`config.mk`:
```
export PLATFORM = sky130hd
export DESIGN_NAME = pc_sequencer
export DESIGN_NICKNAME = d
export VERILOG_FILES = /design/src/rtl/pc_pkg.sv /design/src/rtl/pc_reg.sv /design/src/rtl/pc_sequencer.sv
export SDC_FILE = /design/constraint.sdc
export NUM_CORES = 1
export LEC_CHECK = 0
export BUFFER_PORTS_ARGS = -buffer_cell sky130_fd_sc_hd__buf_2
export CAP_MARGIN = 20
export CORE_UTILIZATION = 30
export CTS_BUF_LIST = sky130_fd_sc_hd__clkbuf_16
export DETAILED_ROUTE_END_ITERATION = 8
export PLACE_DENSITY = 0.58
export SETUP_SLACK_MARGIN = 0.5
export SLEW_MARGIN = 0
export SYNTH_ARGS = -nofsm -noshare
export SYNTH_HDL_FRONTEND = slang
export SYNTH_SLANG_ARGS = --single-unit
```
`constraint.sdc`:
```
create_clock -name PCS_CLK -period 3.6 [get_ports PCS_CLK]
set_input_delay 0.36 -clock PCS_CLK [delete_from_list [all_inputs] [get_ports PCS_CLK]]
set_output_delay 0.36 -clock PCS_CLK [all_outputs]
set_load 0.005 [all_outputs]
```
`src/rtl/pc_pkg.sv`:
```
// Shared definitions for the PC sequencer: FSM state encoding and default
// datapath constants.
package pc_pkg;

  localparam int PC_XLEN       = 32;
  localparam int PC_INC        = 4;
  localparam int PC_ALIGN_BITS = 2;

  typedef enum logic [1:0] {
    RUN,
    HOLD,
    HOLD_PEND
  } pcs_state_t;

endpackage

```
`src/rtl/pc_reg.sv`:
```
// Program counter register with synchronous reset and load enable; also keeps
// the PC value that was current before the most recent change.
module pc_reg
  import pc_pkg::*;
#(
  parameter int              XLEN      = PC_XLEN,
  parameter logic [XLEN-1:0] RESET_VAL = '0
) (
  input  logic            clk,
  input  logic            rst,
  input  logic            load,
  input  logic [XLEN-1:0] d,
  output logic [XLEN-1:0] q,
  output logic [XLEN-1:0] prev
);

  logic [XLEN-1:0] q_r    = RESET_VAL;
  logic [XLEN-1:0] prev_r = RESET_VAL;

  // prev only moves when the PC actually changes, so a load of the same value
  // leaves the history untouched
  always_ff @(posedge clk) begin
    if (rst) begin
      q_r    <= RESET_VAL;
      prev_r <= RESET_VAL;
    end else if (load && (d != q_r)) begin
      prev_r <= q_r;
      q_r    <= d;
    end
  end

  assign q    = q_r;
  assign prev = prev_r;

endmodule

```
`src/rtl/pc_sequencer.sv`:
```
// Next-PC selection and stall/redirect FSM: trap > MRET > redirect > stall >
// sequential, with a one-entry buffer for redirects that arrive during a stall.
module pc_sequencer
  import pc_pkg::*;
#(
  parameter int              XLEN       = PC_XLEN,
  parameter logic [XLEN-1:0] RESET_VEC  = '0,
  parameter int              INC        = PC_INC,
  parameter int              ALIGN_BITS = PC_ALIGN_BITS
) (
  input  logic            PCS_CLK,
  input  logic            PCS_RST,
  input  logic            PCS_STALL,
  input  logic            PCS_REDIR_VALID,
  input  logic [XLEN-1:0] PCS_REDIR_TARGET,
  input  logic            PCS_TRAP,
  input  logic [XLEN-1:0] PCS_TRAP_VEC,
  input  logic            PCS_MRET,
  input  logic [XLEN-1:0] PCS_EPC,
  output logic [XLEN-1:0] PCS_COUNT,
  output logic [XLEN-1:0] PCS_PREV,
  output logic            PCS_PENDING,
  output logic            PCS_MISALIGN
);

  localparam logic [XLEN-1:0] LOW_MASK = (XLEN'(1) << ALIGN_BITS) - XLEN'(1);
  localparam logic [XLEN-1:0] INC_V    = XLEN'(INC);

  pcs_state_t      state    = RUN;
  pcs_state_t      nxt_state;
  logic [XLEN-1:0] pend_buf = '0;
  logic [XLEN-1:0] nxt_buf;
  logic            pend_r   = 1'b0;
  logic            mis_r    = 1'b0;
  logic            nxt_mis;
  logic            pc_load;
  logic [XLEN-1:0] next_pc;
  logic [XLEN-1:0] pc_cur;
  logic [XLEN-1:0] pc_prev;
  logic            redir_bad;

  assign redir_bad = |(PCS_REDIR_TARGET & LOW_MASK);

  always_comb begin
    next_pc   = pc_cur;
    pc_load   = 1'b0;
    nxt_state = state;
    nxt_buf   = pend_buf;
    nxt_mis   = 1'b0;
    if (PCS_TRAP) begin
      next_pc   = PCS_TRAP_VEC & ~LOW_MASK;
      pc_load   = 1'b1;
      nxt_state = RUN;
      nxt_buf   = '0;
    end else if (PCS_MRET) begin
      next_pc   = PCS_EPC & ~LOW_MASK;
      pc_load   = 1'b1;
      nxt_state = RUN;
      nxt_buf   = '0;
    end else if (PCS_REDIR_VALID) begin
      // a misaligned target is dropped entirely: PC, buffer and state all hold
      if (redir_bad) begin
        nxt_mis = 1'b1;
      end else if (PCS_STALL) begin
        nxt_buf   = PCS_REDIR_TARGET;
        nxt_state = HOLD_PEND;
      end else begin
        next_pc   = PCS_REDIR_TARGET;
        pc_load   = 1'b1;
        nxt_state = RUN;
        nxt_buf   = '0;
      end
    end else if (PCS_STALL) begin
      if (state == RUN) nxt_state = HOLD;
    end else if (state == HOLD_PEND) begin
      next_pc   = pend_buf;
      pc_load   = 1'b1;
      nxt_state = RUN;
      nxt_buf   = '0;
    end else begin
      next_pc   = pc_cur + INC_V;
      pc_load   = 1'b1;
      nxt_state = RUN;
    end
  end

  always_ff @(posedge PCS_CLK) begin
    if (PCS_RST) begin
      state    <= RUN;
      pend_buf <= '0;
      pend_r   <= 1'b0;
      mis_r    <= 1'b0;
    end else begin
      state    <= nxt_state;
      pend_buf <= nxt_buf;
      pend_r   <= (nxt_state == HOLD_PEND);
      mis_r    <= nxt_mis;
    end
  end

  pc_reg #(
    .XLEN      (XLEN),
    .RESET_VAL (RESET_VEC)
  ) u_pc_reg (
    .clk  (PCS_CLK),
    .rst  (PCS_RST),
    .load (pc_load),
    .d    (next_pc),
    .q    (pc_cur),
    .prev (pc_prev)
  );

  assign PCS_COUNT    = pc_cur;
  assign PCS_PREV     = pc_prev;
  assign PCS_PENDING  = pend_r;
  assign PCS_MISALIGN = mis_r;

endmodule

```
==> impl_metrics.csv <==
group,metric,value,unit
clock_tree,clock-root-buffer,"clkbuf_16",
logic_synthesis,syn-mean-instance-area,7.33,µm²
floorplan,core.rowCount,57,
logic_synthesis,synth.net_count,1132,
global_route,groute.usage.overall,0.318,
setup_path,timing.rr.start,"state[1]",
floorplan,io_pins,168,
logic_synthesis,synth_cells,1029,
clock_tree,numCtsBuffers,9,
setup_path,critPathRequiredTime,3.81,ns
drt,detail-route-antenna-nets,0,
global_route,antenna_found_initial,1,
sta,setup_viol,0,
final_layout,antenna-diode-count,0,
floorplan,initial_utilization,0.309,
drt,drt-initial-drc-count,1237,
clock_tree,cts.reportedPaths.clkPinSlew,0.07,ns
power_and_ir_drop,cellPowerDensity,287,nW/µm²
global_route,grt_overflow,0,
logic_synthesis,synth_top_cells_by_area,"dfxtp_1, a21oi_1, nand2_1",
clock_tree,longest_clk_path_bufs,2,
clock_tree,cts-hold-fix-buffers,0,
power_and_ir_drop,vdd.ir_drop.worst,186,µV
setup_path,crit-reg2reg-capture,"u_pc_reg.prev[24]",
logic_synthesis,postSynthRegisterBits,100,
global_route,vias_in_the_first_global_route,9534,
worst_hold_path,whs_path_depth,2,
clock_tree,cts_tree,"built",
logic_synthesis,synth_area,7550,µm²
worst_hold_path,min_path_type,"input port to register",
global_route,grt_first_pass_wirelength,61500,µm
global_route,largest_net_degree_at_the_start_of_global_routing,65,
run,max-cap-violations,0,
logic_synthesis,synth.lib_cells_used.distinct,79,
clock_tree,htree_levels,3,
setup_path,timing.critical_path.from_type,"input port",
setup_path,crit_path_capture_type,"register",
sta,fin_crit,3.34,ns
sta,post-route-period-util,0.927,
sta,hold_viol_final,0,
sta,unrepaired_setup_endpoints_after_global_routing,"yes",
final_layout,final_layout_size_suffix_gt1_frac,0.402,
logic_synthesis,area_leader_netlist,"dfxtp_1",
placement,port-buffer-count,163,
setup_path,crit_path_arrival_time,3.55,ns
worst_hold_path,whs_endpoint,"pend_buf[27]",
logic_synthesis,synth_edf_count,0,
sta,fin_worst_hold_slack,0.230,ns
setup_path,worst-path-max-fanout,16,
floorplan,core_area,24500,µm²
run_status,status,"completed",
sta,worst_pin_slew,1.07,ns
final_layout,layout.nets,1423,
drt,detailroute.via_count,10300,
floorplan,dieArea,25800,µm²
sta,final-max-slew-violation-count,0,
sta,timing.max_slew.rel_slack,0.287,
sta,clock.fmax,0.300,GHz
worst_hold_path,worst_hold_startpoint,"PCS_REDIR_TARGET[27]",
final_layout,area_growth,55.4,%
drt,detail_route.drc_violations,0,
setup_path,regToRegSetupSlack,0.27,ns
sta,fin_skew,0.0133,ns
setup_path,timing_worst_setup_path_type,"input port to register",
clock_tree,clk_latency,0.37,ns
drt,detail_route.wl_per_cell,25.8,µm
logic_synthesis,yosys_warnings,0,
logic_synthesis,async_flop_share,0,
drt,avgViaCountPerCell,6.28,
drt,dr.pass1.iters,7,
floorplan,die_h,161,µm
logic_synthesis,synth_flop_cell,"dfxtp_1",
power_and_ir_drop,leakage,0.00468,µW
clock_tree,clock_sinks,100,
floorplan,die_width,161,µm
power_and_ir_drop,fin_total_pwr,3360,µW
setup_path,worstRegToRegCells,15,
logic_synthesis,synth_top_area_share,0.265,
drt,route.final.wire_length,42600,µm
placement,placed_wire_length_estimate,30800,µm
placement,gp_routability_congestion,1.01,
logic_synthesis,synth-seq-area-share,0.265,
setup_path,worstSetupStartpoint,"PCS_STALL",
-- per-stage QoR --
stage                     std cells  setup TNS (ns)  setup WS, ns  cell area, µm²   util
after global routing           1648               0         0.190           11700  0.479
after detailed placement       1588           -9.92        -0.358            9910  0.405
after CTS                      1634               0         0.375           11200  0.459
after floorplan                1029               0         0.501            7610      -
after global placement         1587          -11.61        -0.430            9900  0.405
final                          1648               0         0.261           11700  0.479
-- timing repair --
action / in CTS / in global routing
setup endpoints to repair: 33 / 33
pin swaps: 84 / 43
setup buffers: 27 / 8
cloned: 4 / 6
resized for setup: 134 / 47
-- sequential cells by signal (all words and copies together), names as in the netlist --
| register | cells |
|---|---|
| pend_buf | 32 |
| u_pc_reg.q | 32 |
| state | 2 |
| u_pc_reg.prev | 32 |
| PCS_PENDING | 1 |
| PCS_MISALIGN | 1 |
-- worst max-delay path, cell delays in order --
cell,delay [ns]
clkbuf_4,0.17
or3_4,0.43
buf_6,0.18
buf_4,0.21
a21oi_1,0.20
o21ai_0,0.11
o21ai_1,0.26
mux2_2,0.40
or4_4,0.58
buf_12,0.18
buf_16,0.16
o31ai_4,0.22
a21oi_2,0.08
-- final cells by class --
cell class                 count  area, µm²
fill                        2390      12700
tap                          324        405
sequential                   100       2020
timing repair buffer         397       3110
inverter                      23       86.3
multi-input combinational    789       5830
clock buffer                   9        225
clock inverter                 6       57.6
-- cells by family (layout without fill, tap and decap cells) --
kind of cell / after synthesis / count (layout) / share of synthesized area
xor gates and xnor gates: 20 / 20 / 0.0232
DFF: 100 / 100 / 0.265
muxes: 13 / 13 / 0.0197
buffers and inverters: 140 / 435 / 0.0776
adders and majority gates: 1 / 1 / 0.00166
and+or+nand+nor: 380 / 380 / 0.264
AOI/OAI and AO/OA: 375 / 375 / 0.348
-- how the worst max path moves through the flow --
stage / to / slack, ns / cells after the start
after floorplan: u_pc_reg.prev[0] / 0.50 / 13
after global placement: u_pc_reg.prev[17] / -0.43 / 14
after detailed placement: u_pc_reg.prev[17] / -0.36 / 14
after CTS: u_pc_reg.prev[14] / 0.38 / 15
after global routing: u_pc_reg.prev[30] / 0.19 / 14
final: u_pc_reg.prev[17] / 0.26 / 13
-- cells in the mapped netlist, drive strengths merged (25+ instances only) --
| library cell | number |
|---|---|
| nand2 | 100 |
| nand3 | 40 |
| o31ai | 34 |
| nor2 | 59 |
| a21oi | 88 |
| a22o | 33 |
| clkbuf | 69 |
| nand4 | 49 |
| nor3 | 25 |
| buf | 48 |
| dfxtp | 100 |
| o21ai | 48 |
-- per-layer routing --
metal | up-vias | track usage | routed length (µm) | share of wire
li1 | 4544 | - | - | -
met1 | 4950 | 0.422 | 17300 | 0.41
met2 | 712 | 0.497 | 19100 | 0.45
met3 | 141 | 0.0509 | 3960 | 0.093
met4 | 2 | 0.158 | 2240 | 0.053
met5 | - | 0 | 11 | 0.00026
-- cells in the final DEF, fill, tap and decap left out, types with 7 or more instances in the layout --
master,synthesis,layout
buf_4,2,185
buf_2,36,162
nand2_1,100,99
dfxtp_1,100,92
a21oi_1,88,84
nor2_1,59,58
nand4_1,49,49
o21ai_0,47,43
nand3_1,40,37
a22o_1,33,33
o31ai_4,0,29
inv_1,23,24
a211oi_1,24,22
nor3_1,24,22
buf_12,0,20
a31oi_1,19,18
buf_6,1,16
clkbuf_16,0,15
xnor2_1,13,13
o22ai_1,12,12
a21o_1,12,12
nor2b_1,12,11
nand2b_1,11,10
and3_1,10,9
nor4_1,17,9
o211ai_1,9,9
o21a_1,8,8
or3_1,9,8
mux2i_1,7,7
xor2_1,7,7
-- where the power goes --
group	internal [µW]	switching (µW)
clock network	531	475
logic	473	670
registers	1150	61.5
total	2160	1210
Note: power is estimated with default switching activity, not from simulation.
